`config.mk`:
```
export PLATFORM = sky130hd
export DESIGN_NAME = control_sequencer
export DESIGN_NICKNAME = d
export VERILOG_FILES = /design/src/rtl/cpu_ctrl_pkg.sv /design/src/rtl/opcode_decode.sv /design/src/rtl/control_sequencer.sv
export SDC_FILE = /design/constraint.sdc
export NUM_CORES = 1
export LEC_CHECK = 0
export CORE_MARGIN = 5
export CORE_UTILIZATION = 40
export CTS_BUF_LIST = sky130_fd_sc_hd__clkbuf_2 sky130_fd_sc_hd__clkbuf_4 sky130_fd_sc_hd__clkbuf_8
export DETAILED_ROUTE_END_ITERATION = 10
export HOLD_SLACK_MARGIN = 0.15
export PLACE_DENSITY_LB_ADDON = 0.25
export SYNTH_ARGS = -nofsm -noshare
export SYNTH_HDL_FRONTEND = slang
export SYNTH_HIERARCHICAL = 1
export SYNTH_SLANG_ARGS = --single-unit
export TNS_END_PERCENT = 30
```
`constraint.sdc`:
```
create_clock -name CLK -period 2.7 [get_ports CLK]
set_input_delay 0.675 -clock CLK [delete_from_list [all_inputs] [get_ports CLK]]
set_output_delay 0.675 -clock CLK [all_outputs]
set_load 0.005 [all_outputs]
```
`src/rtl/cpu_ctrl_pkg.sv`:
```
// Shared opcode encodings, phase enum and decoded-instruction record for the
// accumulator CPU control sequencer.
package cpu_ctrl_pkg;

  localparam logic [3:0] OP_LDA  = 4'h0;
  localparam logic [3:0] OP_STA  = 4'h1;
  localparam logic [3:0] OP_ADD  = 4'h2;
  localparam logic [3:0] OP_SUB  = 4'h3;
  localparam logic [3:0] OP_MUL  = 4'h4;
  localparam logic [3:0] OP_JMP  = 4'h5;
  localparam logic [3:0] OP_JMI  = 4'h6;
  localparam logic [3:0] OP_JEQ  = 4'h7;
  localparam logic [3:0] OP_LDI  = 4'h8;
  localparam logic [3:0] OP_LDN  = 4'h9;
  localparam logic [3:0] OP_SSS  = 4'hA;
  localparam logic [3:0] OP_JME  = 4'hB;
  localparam logic [3:0] OP_JMG  = 4'hC;
  localparam logic [3:0] OP_JGE  = 4'hD;
  localparam logic [3:0] OP_CALL = 4'hE;
  localparam logic [3:0] OP_RET  = 4'hF;

  localparam logic [3:0] SUB_STP  = 4'h0;
  localparam logic [3:0] SUB_PUSH = 4'h7;
  localparam logic [3:0] SUB_POP  = 4'h8;
  localparam logic [3:0] SUB_INC  = 4'hA;
  localparam logic [3:0] SUB_DEC  = 4'hB;

  localparam int CMP_EQ = 0;
  localparam int CMP_GT = 1;
  localparam int CMP_GE = 2;

  typedef enum logic [1:0] {
    FETCH = 2'd0,
    EXEC1 = 2'd1,
    EXEC2 = 2'd2,
    EXEC3 = 2'd3
  } phase_e;

  // One line per instruction; SSS sub-ops get their own lines, sss is set for all of them.
  typedef struct packed {
    logic lda, sta, add, sub, mul, jmp, jmi, jeq;
    logic ldi, ldn, sss, jme, jmg, jge, call, ret;
    logic stp, push, pop, inc, dec, nop;
  } instr_t;

endpackage

```
`src/rtl/opcode_decode.sv`:
```
// Combinational decode of the instruction register into one-hot instruction lines.
module opcode_decode
  import cpu_ctrl_pkg::*;
(
  input  logic [7:0] ir,
  output instr_t     instr
);

  always_comb begin
    instr = '0;
    case (ir[7:4])
      OP_LDA:  instr.lda  = 1'b1;
      OP_STA:  instr.sta  = 1'b1;
      OP_ADD:  instr.add  = 1'b1;
      OP_SUB:  instr.sub  = 1'b1;
      OP_MUL:  instr.mul  = 1'b1;
      OP_JMP:  instr.jmp  = 1'b1;
      OP_JMI:  instr.jmi  = 1'b1;
      OP_JEQ:  instr.jeq  = 1'b1;
      OP_LDI:  instr.ldi  = 1'b1;
      OP_LDN:  instr.ldn  = 1'b1;
      OP_JME:  instr.jme  = 1'b1;
      OP_JMG:  instr.jmg  = 1'b1;
      OP_JGE:  instr.jge  = 1'b1;
      OP_CALL: instr.call = 1'b1;
      OP_RET:  instr.ret  = 1'b1;
      default: begin
        instr.sss = 1'b1;
        case (ir[3:0])
          SUB_STP:  instr.stp  = 1'b1;
          SUB_PUSH: instr.push = 1'b1;
          SUB_POP:  instr.pop  = 1'b1;
          SUB_INC:  instr.inc  = 1'b1;
          SUB_DEC:  instr.dec  = 1'b1;
          default:  instr.nop  = 1'b1;
        endcase
      end
    endcase
  end

endmodule

```
`src/rtl/control_sequencer.sv`:
```
// Instruction-phase sequencer and control decoder: phase FSM, IR, bounded stack
// counter with overflow/underflow fault, halt state and datapath strobes.
module control_sequencer
  import cpu_ctrl_pkg::*;
#(
  parameter int                ADDR_W     = 8,
  parameter int                SP_W       = 4,
  parameter logic [ADDR_W-1:0] STACK_BASE = '1
) (
  input  logic              CLK,
  input  logic              RESET,
  input  logic [7:0]        IR_in,
  input  logic              STALL,
  input  logic              EQ,
  input  logic              MI,
  input  logic [2:0]        CMPFlag,
  output logic [1:0]        PHASE,
  output logic              IR_load,
  output logic              PC_sync_load,
  output logic              PC_count_enable,
  output logic              RAM_write_enable,
  output logic              MUX1_select,
  output logic              MUX2sel,
  output logic              MUXLsel,
  output logic              SpMux,
  output logic              ACC_load,
  output logic              LDN_sel,
  output logic [ADDR_W-1:0] SP_addr,
  output logic              HALTED,
  output logic              STACK_FAULT
);

  localparam logic [SP_W:0] DEPTH   = {1'b1, {SP_W{1'b0}}};
  localparam logic [SP_W:0] CNT_ONE = {{SP_W{1'b0}}, 1'b1};

  phase_e        phase, phase_nxt;
  logic [7:0]    ir, ir_nxt;
  logic [SP_W:0] cnt, cnt_nxt;
  logic          halted, halted_nxt;
  logic          stack_fault, fault_nxt;

  instr_t        d;
  logic          is_cond, taken, stk_push, stk_pop, overflow, underflow, fault_now, pop_rd;
  logic [SP_W:0] sp_off;

  opcode_decode u_decode (
    .ir    (ir),
    .instr (d)
  );

  always_ff @(posedge CLK or posedge RESET) begin
    if (RESET) begin
      phase       <= FETCH;
      ir          <= '0;
      cnt         <= '0;
      halted      <= 1'b0;
      stack_fault <= 1'b0;
    end else begin
      phase       <= phase_nxt;
      ir          <= ir_nxt;
      cnt         <= cnt_nxt;
      halted      <= halted_nxt;
      stack_fault <= fault_nxt;
    end
  end

  assign is_cond   = d.jmi | d.jeq | d.jme | d.jmg | d.jge;
  assign taken     = (d.jmi & MI) | (d.jeq & EQ) | (d.jme & CMPFlag[CMP_EQ])
                   | (d.jmg & CMPFlag[CMP_GT]) | (d.jge & CMPFlag[CMP_GE]);
  assign stk_push  = d.push | d.call;
  assign stk_pop   = d.pop | d.ret;
  assign overflow  = stk_push & (cnt == DEPTH);
  assign underflow = stk_pop & (cnt == '0);
  assign fault_now = (phase == EXEC1) & ~halted & (overflow | underflow);

  // A pop addresses the entry just below the counter; a faulting pop reads nothing.
  assign pop_rd  = (phase == EXEC1) & ~halted & stk_pop & ~underflow;
  assign sp_off  = pop_rd ? (cnt - CNT_ONE) : cnt;
  assign SP_addr = STACK_BASE - ADDR_W'(sp_off);

  assign PHASE       = phase;
  assign HALTED      = halted;
  assign STACK_FAULT = stack_fault;

  always_comb begin
    phase_nxt        = phase;
    ir_nxt           = ir;
    cnt_nxt          = cnt;
    halted_nxt       = halted;
    fault_nxt        = stack_fault;
    IR_load          = 1'b0;
    PC_sync_load     = 1'b0;
    PC_count_enable  = 1'b0;
    RAM_write_enable = 1'b0;
    MUX1_select      = 1'b0;
    MUX2sel          = 1'b0;
    MUXLsel          = 1'b0;
    SpMux            = 1'b0;
    ACC_load         = 1'b0;
    LDN_sel          = d.ldn & ~halted;

    if (!halted) begin
      case (phase)
        FETCH: begin
          IR_load   = 1'b1;
          ir_nxt    = IR_in;
          phase_nxt = EXEC1;
        end
        EXEC1: begin
          MUX2sel     = 1'b1;
          MUX1_select = d.lda | d.sta | d.add | d.sub | d.mul | d.ldn | d.ret;
          SpMux       = stk_push | stk_pop;
          if (fault_now) begin
            fault_nxt  = 1'b1;
            halted_nxt = 1'b1;
            phase_nxt  = FETCH;
          end else begin
            PC_sync_load     = d.jmp | d.call | (is_cond & taken);
            PC_count_enable  = d.lda | d.sta | d.add | d.sub | d.mul | d.ldi | d.ldn
                             | (is_cond & ~taken) | (d.sss & ~d.stp);
            RAM_write_enable = d.sta | stk_push;
            ACC_load         = d.lda | d.add | d.sub | d.mul | d.pop | d.inc | d.dec;
            if (stk_push) cnt_nxt = cnt + CNT_ONE;
            if (stk_pop)  cnt_nxt = cnt - CNT_ONE;
            halted_nxt = d.stp;
            phase_nxt  = (d.ldn | d.ret) ? EXEC2 : FETCH;
          end
        end
        EXEC2: begin
          MUX1_select  = d.ldn;
          MUX2sel      = d.ldn;
          MUXLsel      = d.ldn;
          PC_sync_load = d.ret;
          phase_nxt    = d.ldn ? EXEC3 : FETCH;
        end
        EXEC3: begin
          MUXLsel   = d.ldn;
          ACC_load  = d.ldn;
          phase_nxt = FETCH;
        end
      endcase
    end

    // A stall freezes all state, including a pending fault, and drops the strobes.
    if (STALL) begin
      phase_nxt        = phase;
      ir_nxt           = ir;
      cnt_nxt          = cnt;
      halted_nxt       = halted;
      fault_nxt        = stack_fault;
      IR_load          = 1'b0;
      PC_sync_load     = 1'b0;
      PC_count_enable  = 1'b0;
      RAM_write_enable = 1'b0;
      ACC_load         = 1'b0;
    end

    if (RESET) begin
      IR_load          = 1'b0;
      PC_sync_load     = 1'b0;
      PC_count_enable  = 1'b0;
      RAM_write_enable = 1'b0;
      MUX1_select      = 1'b0;
      MUX2sel          = 1'b0;
      MUXLsel          = 1'b0;
      SpMux            = 1'b0;
      ACC_load         = 1'b0;
      LDN_sel          = 1'b0;
    end
  end

endmodule

```
==> flow_summary.html <==
<table>
<tr><th>Metric</th><th>Value</th></tr>
<tr><th colspan="2">Worst setup path</th></tr>
<tr><td>Crit. End Element</td><td>primary output</td></tr>
<tr><td>Critical Path, Cell by Cell</td><td>and4bb_4, nand2_4, nor3_4, buf_4, nor3_2, and4bb_1, buf_4, a21bo_1, a221oi_2, buf_2</td></tr>
<tr><td>CP dominant cell by count</td><td>buf_4</td></tr>
<tr><td>Slowest stage cell, crit path</td><td>dfrtp_1</td></tr>
<tr><td>Largest stage delay on the critical path</td><td>a little over 400 ps</td></tr>
<tr><td>Critical path data arrival time</td><td>2170 ps</td></tr>
<tr><td>Highest net fanout along the worst path</td><td>4</td></tr>
<tr><td>WP data required</td><td>2030 ps</td></tr>
<tr><td>Startpoint kind of the worst setup timing path</td><td>flop</td></tr>
<tr><td>Classification of the worst setup path</td><td>reg -&gt; out</td></tr>
<tr><th colspan="2">Place</th></tr>
<tr><td>Routability cong.</td><td>0.8673</td></tr>
<tr><td>Count of placed standard cells including taps</td><td>276</td></tr>
<tr><td>Half-perimeter wire length of the detailed placement result</td><td>just under 3 mm</td></tr>
<tr><td>DP Worst Slack</td><td>-516.0 ps</td></tr>
<tr><td>Count of buffers from port buffering</td><td>34</td></tr>
<tr><th colspan="2">Global route</th></tr>
<tr><td>Number of global-route vias before repair</td><td>about 1600</td></tr>
<tr><td>Global Route met1 Usage</td><td>0.1872</td></tr>
<tr><td>Most used routing layer in global routing</td><td>met2</td></tr>
<tr><td>Global routing usage on met2</td><td>0.3098</td></tr>
<tr><td>GRT Overall Usage</td><td>0.1669</td></tr>
<tr><td>Initial antenna violation count</td><td>0</td></tr>
<tr><td>Remaining global-route overflow</td><td>0</td></tr>
<tr><td>Maximum number of pins on one net before global-route repair</td><td>18</td></tr>
<tr><td>M3 GR Usage</td><td>0.04460</td></tr>
<tr><td>First-pass GRT wire length</td><td>slightly below 7 mm</td></tr>
<tr><th colspan="2">Clocking</th></tr>
<tr><td>Clock tree from TritonCTS</td><td>yes</td></tr>
<tr><td>CTS root buffer</td><td>clkbuf_8</td></tr>
<tr><td># clock sinks</td><td>17</td></tr>
<tr><td>CTS Buf Count</td><td>3</td></tr>
<tr><td># hold bufs at CTS</td><td>0</td></tr>
<tr><td>Clock network latency to the later pin of the worst-skew pair</td><td>~250 ps</td></tr>
<tr><td>Clock transition at path regs</td><td>approximately 70 ps</td></tr>
<tr><td>H-tree Lvls</td><td>1</td></tr>
<tr><td>Longest Clk Path Bufs</td><td>2</td></tr>
<tr><th colspan="2">Cells and area</th></tr>
<tr><td>Final cell utilization of the core</td><td>0.6430</td></tr>
<tr><td>Layout net count</td><td>between 200 and 300</td></tr>
<tr><td>Leading cell type in the layout, fill and taps excluded</td><td>buf_4</td></tr>
<tr><td>Area of the multi-input gates</td><td>between 1000 and 1500 sq um</td></tr>
<tr><td>Fraction of final layout cells sized beyond drive strength 1</td><td>0.4228</td></tr>
<tr><td>Number of antenna diodes</td><td>0</td></tr>
<tr><td>Layout fillers</td><td>300</td></tr>
<tr><td>Most used cells in the layout excluding fill and tap cells</td><td>buf_4, clkdlybuf4s50_1, dfrtp_1</td></tr>
<tr><td>Final non-filler cell total</td><td>~290</td></tr>
<tr><td>Reg area</td><td>roughly 430 sq um</td></tr>
<tr><td>Layout area overhead</td><td>58.38%</td></tr>
<tr><th colspan="2">Die</th></tr>
<tr><td>Initial standard-cell utilization of the core</td><td>0.4060</td></tr>
<tr><td>Num ports</td><td>38</td></tr>
<tr><td>Core region area</td><td>3606 sq um</td></tr>
<tr><td>Die Span Y</td><td>70.50 um</td></tr>
<tr><td>Area of the die</td><td>slightly below 5000 sq um</td></tr>
<tr><td>Die span in x</td><td>between 70 and 80 um</td></tr>
<tr><td># rows</td><td>22</td></tr>
<tr><th colspan="2">Yosys</th></tr>
<tr><td>Post-Synthesis Cells</td><td>163</td></tr>
<tr><td>Average footprint of a synthesized cell</td><td>8.981 sq um</td></tr>
<tr><td>Total of warnings raised by yosys</td><td>6</td></tr>
<tr><td>Netlist area before placement</td><td>about 1500 sq um</td></tr>
<tr><th colspan="2">Routing</th></tr>
<tr><td>Antenna Violating Nets Remaining</td><td>0</td></tr>
<tr><td>Total number of vias</td><td>1501</td></tr>
<tr><td>Initial DRT Pass Iterations</td><td>4</td></tr>
<tr><td>Final wirelength</td><td>about 4 mm</td></tr>
<tr><td>Drt drc</td><td>0</td></tr>
<tr><td>Via-to-Cell Ratio</td><td>5.105</td></tr>
<tr><td>Average routed wire per standard cell</td><td>13.55 um</td></tr>
<tr><td>DRC violation total after the first TritonRoute iteration</td><td>86</td></tr>
<tr><th colspan="2">STA</th></tr>
<tr><td>Final critical-path required period</td><td>2843 ps</td></tr>
<tr><td>Total negative setup slack</td><td>-691.1 ps</td></tr>
<tr><td>Final hold violation count</td><td>0</td></tr>
<tr><td>Tcrit/Tclk final</td><td>1.053</td></tr>
<tr><td>Final worst clock skew</td><td>3.497 ps</td></tr>
<tr><td>Final hold slack</td><td>456.3 ps</td></tr>
<tr><td>Count of endpoints failing setup in the final report</td><td>8</td></tr>
<tr><td>Final WS setup</td><td>-143.2 ps</td></tr>
<tr><td>Fmax</td><td>between 0.3 and 0.4 GHz</td></tr>
<tr><td>Max Transition Viols Final</td><td>0</td></tr>
<tr><td>Unrepaired setup endpoints after global routing</td><td>yes</td></tr>
<tr><th colspan="2">Run status</th></tr>
<tr><td>Violations in the final reports</td><td>setup timing</td></tr>
<tr><td>Result of the run</td><td>finished with violations</td></tr>
<tr><th colspan="2">Power and ir drop</th></tr>
<tr><td>Leakage power</td><td>1.069 nW</td></tr>
<tr><td>Power density over cell area</td><td>roughly 230 nW/um^2</td></tr>
<tr><td>VDD IR-drop max</td><td>just over 300 uV</td></tr>
<tr><th colspan="2">Run</th></tr>
<tr><td>Max-capacitance violation count</td><td>0</td></tr>
<tr><th colspan="2">Hold path</th></tr>
<tr><td>Hold WC Path Type</td><td>reg -&gt; reg</td></tr>
</table>
-- layout make-up --
cell class                      count  share of cell area
Timing Repair Buffer               84              0.2990
Inverter                            8             0.01295
Multi-Input combinational cell    133              0.4576
Sequential cell                    17              0.1835
Clock buffer                        3             0.01781
Tap cell                           48             0.02590
Clock inverter                      1            0.003238
-- metal layers --
metal	share of wire	vias to the layer above
met1	0.42	696
met5	0	-
met4	0.0078	0
met3	0.047	6
met2	0.53	48
li1	-	751
-- sequential cells by signal (all words and copies together) (netlist names) --
name         cells
cnt              5
STACK_FAULT      1
ir               8
PHASE            2
HALTED           1
-- report_power, final --
part | internal [mW] | total, mW | leakage, nW | switching (mW)
clock network | 0.104 | 0.195 | 0.0217 | 0.0911
registers | 0.258 | 0.261 | 0.216 | 0.00251
logic | 0.0447 | 0.0789 | 0.832 | 0.0343
-- per-stage QoR --
stage | power, mW | area (sq um)
6_report | 0.5347 | 2318
5_1_grt | 0.5670 | 2318
4_1_cts | 0.5407 | 2266
3_5_place_dp | 0.3437 | 2081
3_3_place_gp | 0.3418 | 2081
2_1_floorplan | 0.3005 | 1471
-- critical path, delay by kind of cell, from the launching register on --
kind / cells / cell delay [ps]
buffers and inverters: 3 / 420
DFF: 1 / 410
AOI/OAI and AO/OA: 2 / 440
and+or+nand+nor: 5 / 630
-- what timing repair did --
item / in CTS / in global routing
pin swaps: 11 / 6
resized for setup: 59 / 11
endpoints found under the setup margin: 15 / 12
setup buffers: 12 / 2
-- final timing paths --
path | from | end | slack, ps | cells past startpoint
hold / removal | STACK_FAULT | STACK_FAULT | 460 | 1
setup / recovery | ir[7] | PC_sync_load | -140 | 10
min in group asynchronous | RESET | cnt[4] | 960 | 4
setup reg to reg | ir[4] | cnt[3] | 410 | 9
max in group asynchronous | RESET | cnt[3] | 1550 | 4
hold reg to reg | STACK_FAULT | STACK_FAULT | 460 | 1
(Power assumes the default switching activity.)
